`src/rtl/apb_completer_regfile.sv`:
```
// apb_completer_regfile: APB4 completer with REG_NUM byte-writable registers,
// programmable wait states and PSLVERR on illegal accesses.
// Register 0 drives ctrl_out; register REG_NUM-1 is read-only and mirrors status_in.
// Optional feature macro: APB_CMPL_PROT_EN (unprivileged writes to register 0 error out).
//
// state    | meaning
// ---------+-------------------------------------------------------------
// S_IDLE   | no transfer; waiting for a setup phase (PSEL=1, PENABLE=0)
// S_ACCESS | transfer latched; counting wait states, PREADY when cnt==0
module apb_completer_regfile #(
    parameter int unsigned DATA_WIDTH   = 32,
    parameter int unsigned ADDR_WIDTH   = 32,
    parameter int unsigned STROBE_WIDTH = 4,
    parameter int unsigned REG_NUM      = 8,
    parameter int unsigned WAIT_STATES  = 1,
    parameter int unsigned BASE_ADDR    = 0
) (
    input  logic                    PCLK,
    input  logic                    PRESETn,
    input  logic                    PSEL,
    input  logic                    PENABLE,
    input  logic                    PWRITE,
    input  logic [ADDR_WIDTH-1:0]   PADDR,
    input  logic [DATA_WIDTH-1:0]   PWDATA,
    input  logic [STROBE_WIDTH-1:0] PSTRB,
    input  logic [2:0]              PPROT,
    output logic [DATA_WIDTH-1:0]   PRDATA,
    output logic                    PREADY,
    output logic                    PSLVERR,
    output logic [DATA_WIDTH-1:0]   ctrl_out,
    input  logic [DATA_WIDTH-1:0]   status_in
);

    localparam int unsigned IDX_W = (REG_NUM > 2) ? $clog2(REG_NUM) : 1;

    typedef enum logic {
        S_IDLE   = 1'b0,
        S_ACCESS = 1'b1
    } state_t;

    state_t r_state;
    state_t w_next_state;

    logic [3:0]              r_cnt;
    logic [ADDR_WIDTH-1:0]   r_addr;
    logic                    r_write;
    logic [DATA_WIDTH-1:0]   r_wdata;
    logic [STROBE_WIDTH-1:0] r_strb;
    logic [2:0]              r_prot;
    logic [DATA_WIDTH-1:0]   r_regs [REG_NUM-1];

    logic                    w_setup;
    logic                    w_abort;
    logic                    w_done;
    logic                    w_ready;
    logic                    w_borrow;
    logic [ADDR_WIDTH-1:0]   w_off;
    logic [ADDR_WIDTH-3:0]   w_word;
    logic [IDX_W-1:0]        w_idx;
    logic                    w_in_range;
    logic                    w_last;
    logic                    w_err;
    logic                    w_wr_en;
    logic [DATA_WIDTH-1:0]   w_rdata;
    logic                    w_unused;

    // State register
    always_ff @(posedge PCLK or negedge PRESETn) begin
        if (!PRESETn) begin
            r_state <= S_IDLE;
        end else begin
            r_state <= w_next_state;
        end
    end

    // Next-state decode; an access-phase drop of PSEL/PENABLE aborts without writing
    always_comb begin
        w_next_state = r_state;
        w_setup      = 1'b0;
        w_abort      = 1'b0;
        w_done       = 1'b0;
        case (r_state)
            S_IDLE: begin
                if (PSEL && !PENABLE) begin
                    w_setup      = 1'b1;
                    w_next_state = S_ACCESS;
                end
            end
            S_ACCESS: begin
                if (!(PSEL && PENABLE)) begin
                    w_abort      = 1'b1;
                    w_next_state = S_IDLE;
                end else if (r_cnt == 4'd0) begin
                    w_done       = 1'b1;
                    w_next_state = S_IDLE;
                end
            end
            default: w_next_state = S_IDLE;
        endcase
    end

    // Latch the setup-phase transfer attributes and run the wait-state down-counter
    always_ff @(posedge PCLK or negedge PRESETn) begin
        if (!PRESETn) begin
            r_cnt   <= '0;
            r_addr  <= '0;
            r_write <= 1'b0;
            r_wdata <= '0;
            r_strb  <= '0;
            r_prot  <= '0;
        end else if (w_setup) begin
            r_cnt   <= 4'(WAIT_STATES);
            r_addr  <= PADDR;
            r_write <= PWRITE;
            r_wdata <= PWDATA;
            r_strb  <= PSTRB;
            r_prot  <= PPROT;
        end else if (w_abort) begin
            r_cnt   <= '0;
        end else if ((r_state == S_ACCESS) && (r_cnt != 4'd0)) begin
            r_cnt   <= r_cnt - 4'd1;
        end
    end

    // Address decode works only from latched flops so PREADY/PSLVERR have no bus-input path
    assign {w_borrow, w_off} = {1'b0, r_addr} - {1'b0, ADDR_WIDTH'(BASE_ADDR)};
    assign w_word     = w_off[ADDR_WIDTH-1:2];
    assign w_idx      = w_word[IDX_W-1:0];
    assign w_in_range = !w_borrow && (w_word < (ADDR_WIDTH-2)'(REG_NUM));
    assign w_last     = (w_idx == IDX_W'(REG_NUM - 1));

`ifdef APB_CMPL_PROT_EN
    assign w_err = (w_off[1:0] != 2'b00) || !w_in_range || (r_write && w_last)
                 || (r_write && (w_idx == '0) && !r_prot[0]);
    assign w_unused = ^r_prot[2:1];
`else
    assign w_err = (w_off[1:0] != 2'b00) || !w_in_range || (r_write && w_last);
    assign w_unused = ^r_prot;
`endif

    assign w_ready = (r_state == S_ACCESS) && (r_cnt == 4'd0);
    assign w_wr_en = w_done && r_write && !w_err;

    // Register file: byte-lane writes on the committing edge
    always_ff @(posedge PCLK or negedge PRESETn) begin
        if (!PRESETn) begin
            for (int i = 0; i < int'(REG_NUM) - 1; i++) begin
                r_regs[i] <= '0;
            end
        end else if (w_wr_en) begin
            for (int i = 0; i < int'(REG_NUM) - 1; i++) begin
                if (w_idx == IDX_W'(i)) begin
                    for (int b = 0; b < int'(STROBE_WIDTH); b++) begin
                        if (r_strb[b]) begin
                            r_regs[i][8*b +: 8] <= r_wdata[8*b +: 8];
                        end
                    end
                end
            end
        end
    end

    // Read mux; the last index returns the live status input
    always_comb begin
        w_rdata = '0;
        if (w_last) begin
            w_rdata = status_in;
        end else begin
            for (int i = 0; i < int'(REG_NUM) - 1; i++) begin
                if (w_idx == IDX_W'(i)) begin
                    w_rdata = r_regs[i];
                end
            end
        end
    end

    assign PREADY   = w_ready;
    assign PSLVERR  = w_ready && w_err;
    assign PRDATA   = (w_ready && !r_write && !w_err) ? w_rdata : '0;
    assign ctrl_out = r_regs[0];

endmodule

```
`config.mk`:
```
export PLATFORM = sky130hd
export DESIGN_NAME = apb_completer_regfile
export DESIGN_NICKNAME = d
export VERILOG_FILES = /design/src/rtl/apb_completer_regfile.sv
export SDC_FILE = /design/constraint.sdc
export NUM_CORES = 1
export LEC_CHECK = 0
export BUFFER_PORTS_ARGS = -buffer_cell sky130_fd_sc_hd__buf_4
export CAP_MARGIN = 20
export CORE_UTILIZATION = 45
export CTS_CLUSTER_DIAMETER = 50
export CTS_CLUSTER_SIZE = 8
export DETAILED_ROUTE_END_ITERATION = 16
export PLACE_DENSITY_LB_ADDON = 0.15
export SYNTH_ARGS = -nofsm -noshare
export SYNTH_HDL_FRONTEND = slang
export SYNTH_SLANG_ARGS = --single-unit
export TNS_END_PERCENT = 30
```
`constraint.sdc`:
```
create_clock -name PCLK -period 2.17 [get_ports PCLK]
set_clock_uncertainty 0.15 [all_clocks]
set_input_delay 0 -clock PCLK [delete_from_list [all_inputs] [get_ports PCLK]]
set_output_delay 0 -clock PCLK [all_outputs]
set_load 0.01 [all_outputs]
```
==> key figures <==
Die
  • Die Area: 31400 um^2
  • I/O pins: 174
  • Initial core utilization: 46.1%
  • Chip width: 177 um
  • Core area: 30000 um^2
  • Die H: 177 um
  • Num rows: 63

Power and ir drop
  • Total power: 14.8 mW
  • Pwr dens: 804 nW/um^2
  • Lkg Pwr: 8.83 nW
  • Worst IR Drop VDD: 613 uV

Final layout
  • Fill cells: 2344
  • Register area: 7460 um^2
  • Layout cell share with drive strength beyond 1: 54.3%
  • Commonest cells after routing, fill and taps aside: dfrtp_1, mux2_2, buf_4
  • Synth-to-Final Area Change: 33.6%
  • Antenna cells: 0
  • Most common cell after layout, fill and taps aside: dfrtp_1
  • Final Cell Area: 18400 um^2
  • Area of the multi-input gates: 6210 um^2
  • Final net count: 1405
  • Fin util: 61.6%

Yosys
  • Number of synthesized flops with an enable pin: 0
  • Post-Syn Area: 13800 um^2
  • Post-synthesis sequential area ratio: 54.0%
  • Synth unique cells: 37
  • Ys flop type: dfrtp_1
  • Largest area contributor in the netlist: dfrtp_1
  • Avg Inst Size Synth: 14.1 um^2
  • Synth Instances: 980
  • Top cells by area, synth: dfrtp_1, mux2_2, mux4_2
  • FF+latch count, synth: 298
  • Share of flip-flops with an asynchronous set or reset: 100%
  • Post-synth top area share: 54.0%
  • Post-Syn Nets: 1090
  • Yosys warns: 0

Timing
  • Final hold vios: 0
  • Max Clk Rate: 361 MHz
  • Period utilisation layout: 128%
  • Final Setup Violations: 257
  • RSZ-0062 raised after global routing: true
  • Worst setup margin: -0.598 ns
  • Rel. slew slack: 39.5%
  • Final Max Slew Viols: 0
  • Slew @ Worst Pin: 0.905 ns
  • Hold_ws: 0.105 ns
  • Fin crit period: 2.77 ns

Route
  • Antenna viol nets, final: 0
  • DRC Markers: 0
  • Vias per inst: 5.45
  • Drt total wl: 35500 um
  • Initial drt markers: 416
  • Pre-antenna DRT Iters: 4
  • Via total after detailed routing: 9226
  • WL/cell: 21.0 um

Hold path
  • Hold WC Path Type: primary input to register

GRT
  • Antenna violations before repair: 0
  • GRT Overall Usage: 23.6%
  • First-pass GRT wire length: 56100 um
  • Largest net degree at the start of global routing: 106
  • Vias in the first global route: 9738
  • GRT overflow: 0

CTS
  • CTS sink count: 298
  • Clock tree from TritonCTS: yes
  • Clock slew at reported path FFs: 0.05 ns
  • Worst-skew pair later-pin latency: 0.52 ns
  • H-tree depth: 2
  • Clk buf depth: 3
  • CTS buffer count: 44
  • CTS root buffer: clkbuf_16

Setup path
  • CP cell instances: nor4_4 > nand4_2 > buf_8 > or4_4 > buf_12 > a211oi_2 > buf_4
  • Worst Path Required: 2.02 ns
  • CP delay by family, top: simple AND/OR/NAND/NOR gates
  • Worst Path Arrival: 2.62 ns
  • Crit-path max FO: 15
  • Worst setup path class: register to output pin
  • Crit start category: register
  • CP peak stage delay: 0.45 ns
  • Crit end category: output pin
  • Bufs and invs on worst path: 3
  • Slowest CP cell: or4_4

Place
  • Post-detail-place hpwl: 21900 um
  • Post-DP Area: 16100 um^2
  • GP Congestion: 0.786
  • Port bufs: 170

Outcome
  • Failing checks: negative setup slack
  • Outcome: complete, but fails checks

Job
  • Total of max-cap violations: 0
## tightest hold or removal path, stage by stage
cell           delay, ns
dlygate4sd3_1       0.52
buf_4               0.10
mux2_2              0.12
## Yosys cell counts (all sizes together) (7+ instances only)
cell,instances
mux4,36
nand2,41
inv,9
mux2,289
a21oi,27
clkbuf,29
nor2,51
mux2i,56
nor3,7
o21ai,7
buf,45
a211oi,25
nor4,11
o22ai,27
dfrtp,298
## per-layer routing
layer / share of wire (%) / global-route usage, % / up-vias
met3: 4.3 / 3.63 / 66
met5: 0 / 0 / -
met1: 44 / 31.1 / 4748
li1: - / - / 4231
met4: 3.2 / 8.62 / 0
met2: 49 / 39.2 / 181
## cell families after synthesis
group | after synthesis | share of synthesized area, %
AO/OA/AOI/OAI | 93 | 4.20
XOR/XNOR | 3 | 0.190
adder cells (fa/ha/maj) | 2 | 0.181
buffers and inverters | 83 | 3.16
flip-flops | 298 | 54.0
multiplexers | 381 | 33.5
AND/OR/NAND/NOR | 120 | 4.79
## path summary, 6_finish.rpt
kind,startpoint,end,slack [ns],cells past startpoint
max in group asynchronous,PRESETn,r_regs[145]$_DFFE_PN0P_,0.82,4
hold reg to reg,r_regs[181]$_DFFE_PN0P_,r_regs[181]$_DFFE_PN0P_,0.34,1
setup reg to reg,r_addr[20]$_DFFE_PN0P_,r_regs[140]$_DFFE_PN0P_,-0.39,10
min in group asynchronous,PRESETn,r_wdata[27]$_DFFE_PN0P_,0.45,4
setup / recovery,r_addr[13]$_DFFE_PN0P_,PRDATA[9],-0.60,7
hold / removal,PADDR[9],r_addr[9]$_DFFE_PN0P_,0.11,3
## power breakdown
part	leakage [nW]	total (mW)	switching (mW)	internal [mW]
combinational	4.23	2.35	1.19	1.15
clock	0.596	6.18	2.27	3.92
sequential	4.00	6.31	0.418	5.89
## state kept, by name, indices dropped and copies added (netlist names)
| signal | count |
|---|---|
| r_state | 1 |
| r_wdata | 32 |
| r_addr | 32 |
| r_cnt | 4 |
| r_write | 1 |
| r_regs | 192 |
| r_strb | 4 |
| ctrl_out | 32 |
## metrics by stage
step	cells	setup TNS (ns)	setup slack, ns
after global routing	1692	-115.26	-0.672
final	1692	-90.51	-0.598
after detailed placement	1553	-57.07	-0.355
after floorplan	980	-23.06	-0.138
after global placement	1553	-53.61	-0.342
after CTS	1688	-88.64	-0.566
## timing repair
item / CTS / global route
gates resized for setup: 38 / 21
endpoints found under the hold margin: 372 / 0
setup endpoints to repair: 257 / 257
pin swaps: 7 / 6
gates cloned: 2 / 0
setup buffers: 4 / 4
hold buffers: 76 / 0
## final cells by class
| type | instances | share of cell area, % |
|---|---|---|
| Sequential cell | 298 | 40.5 |
| Inverter | 9 | 0.224 |
| Multi-Input combinational cell | 600 | 33.7 |
| Clock buffer | 51 | 6.28 |
| Timing Repair Buffer | 342 | 16.4 |
| Tap cell | 390 | 2.65 |
| Clock inverter | 2 | 0.326 |
Power figures use the tool's default switching activity.
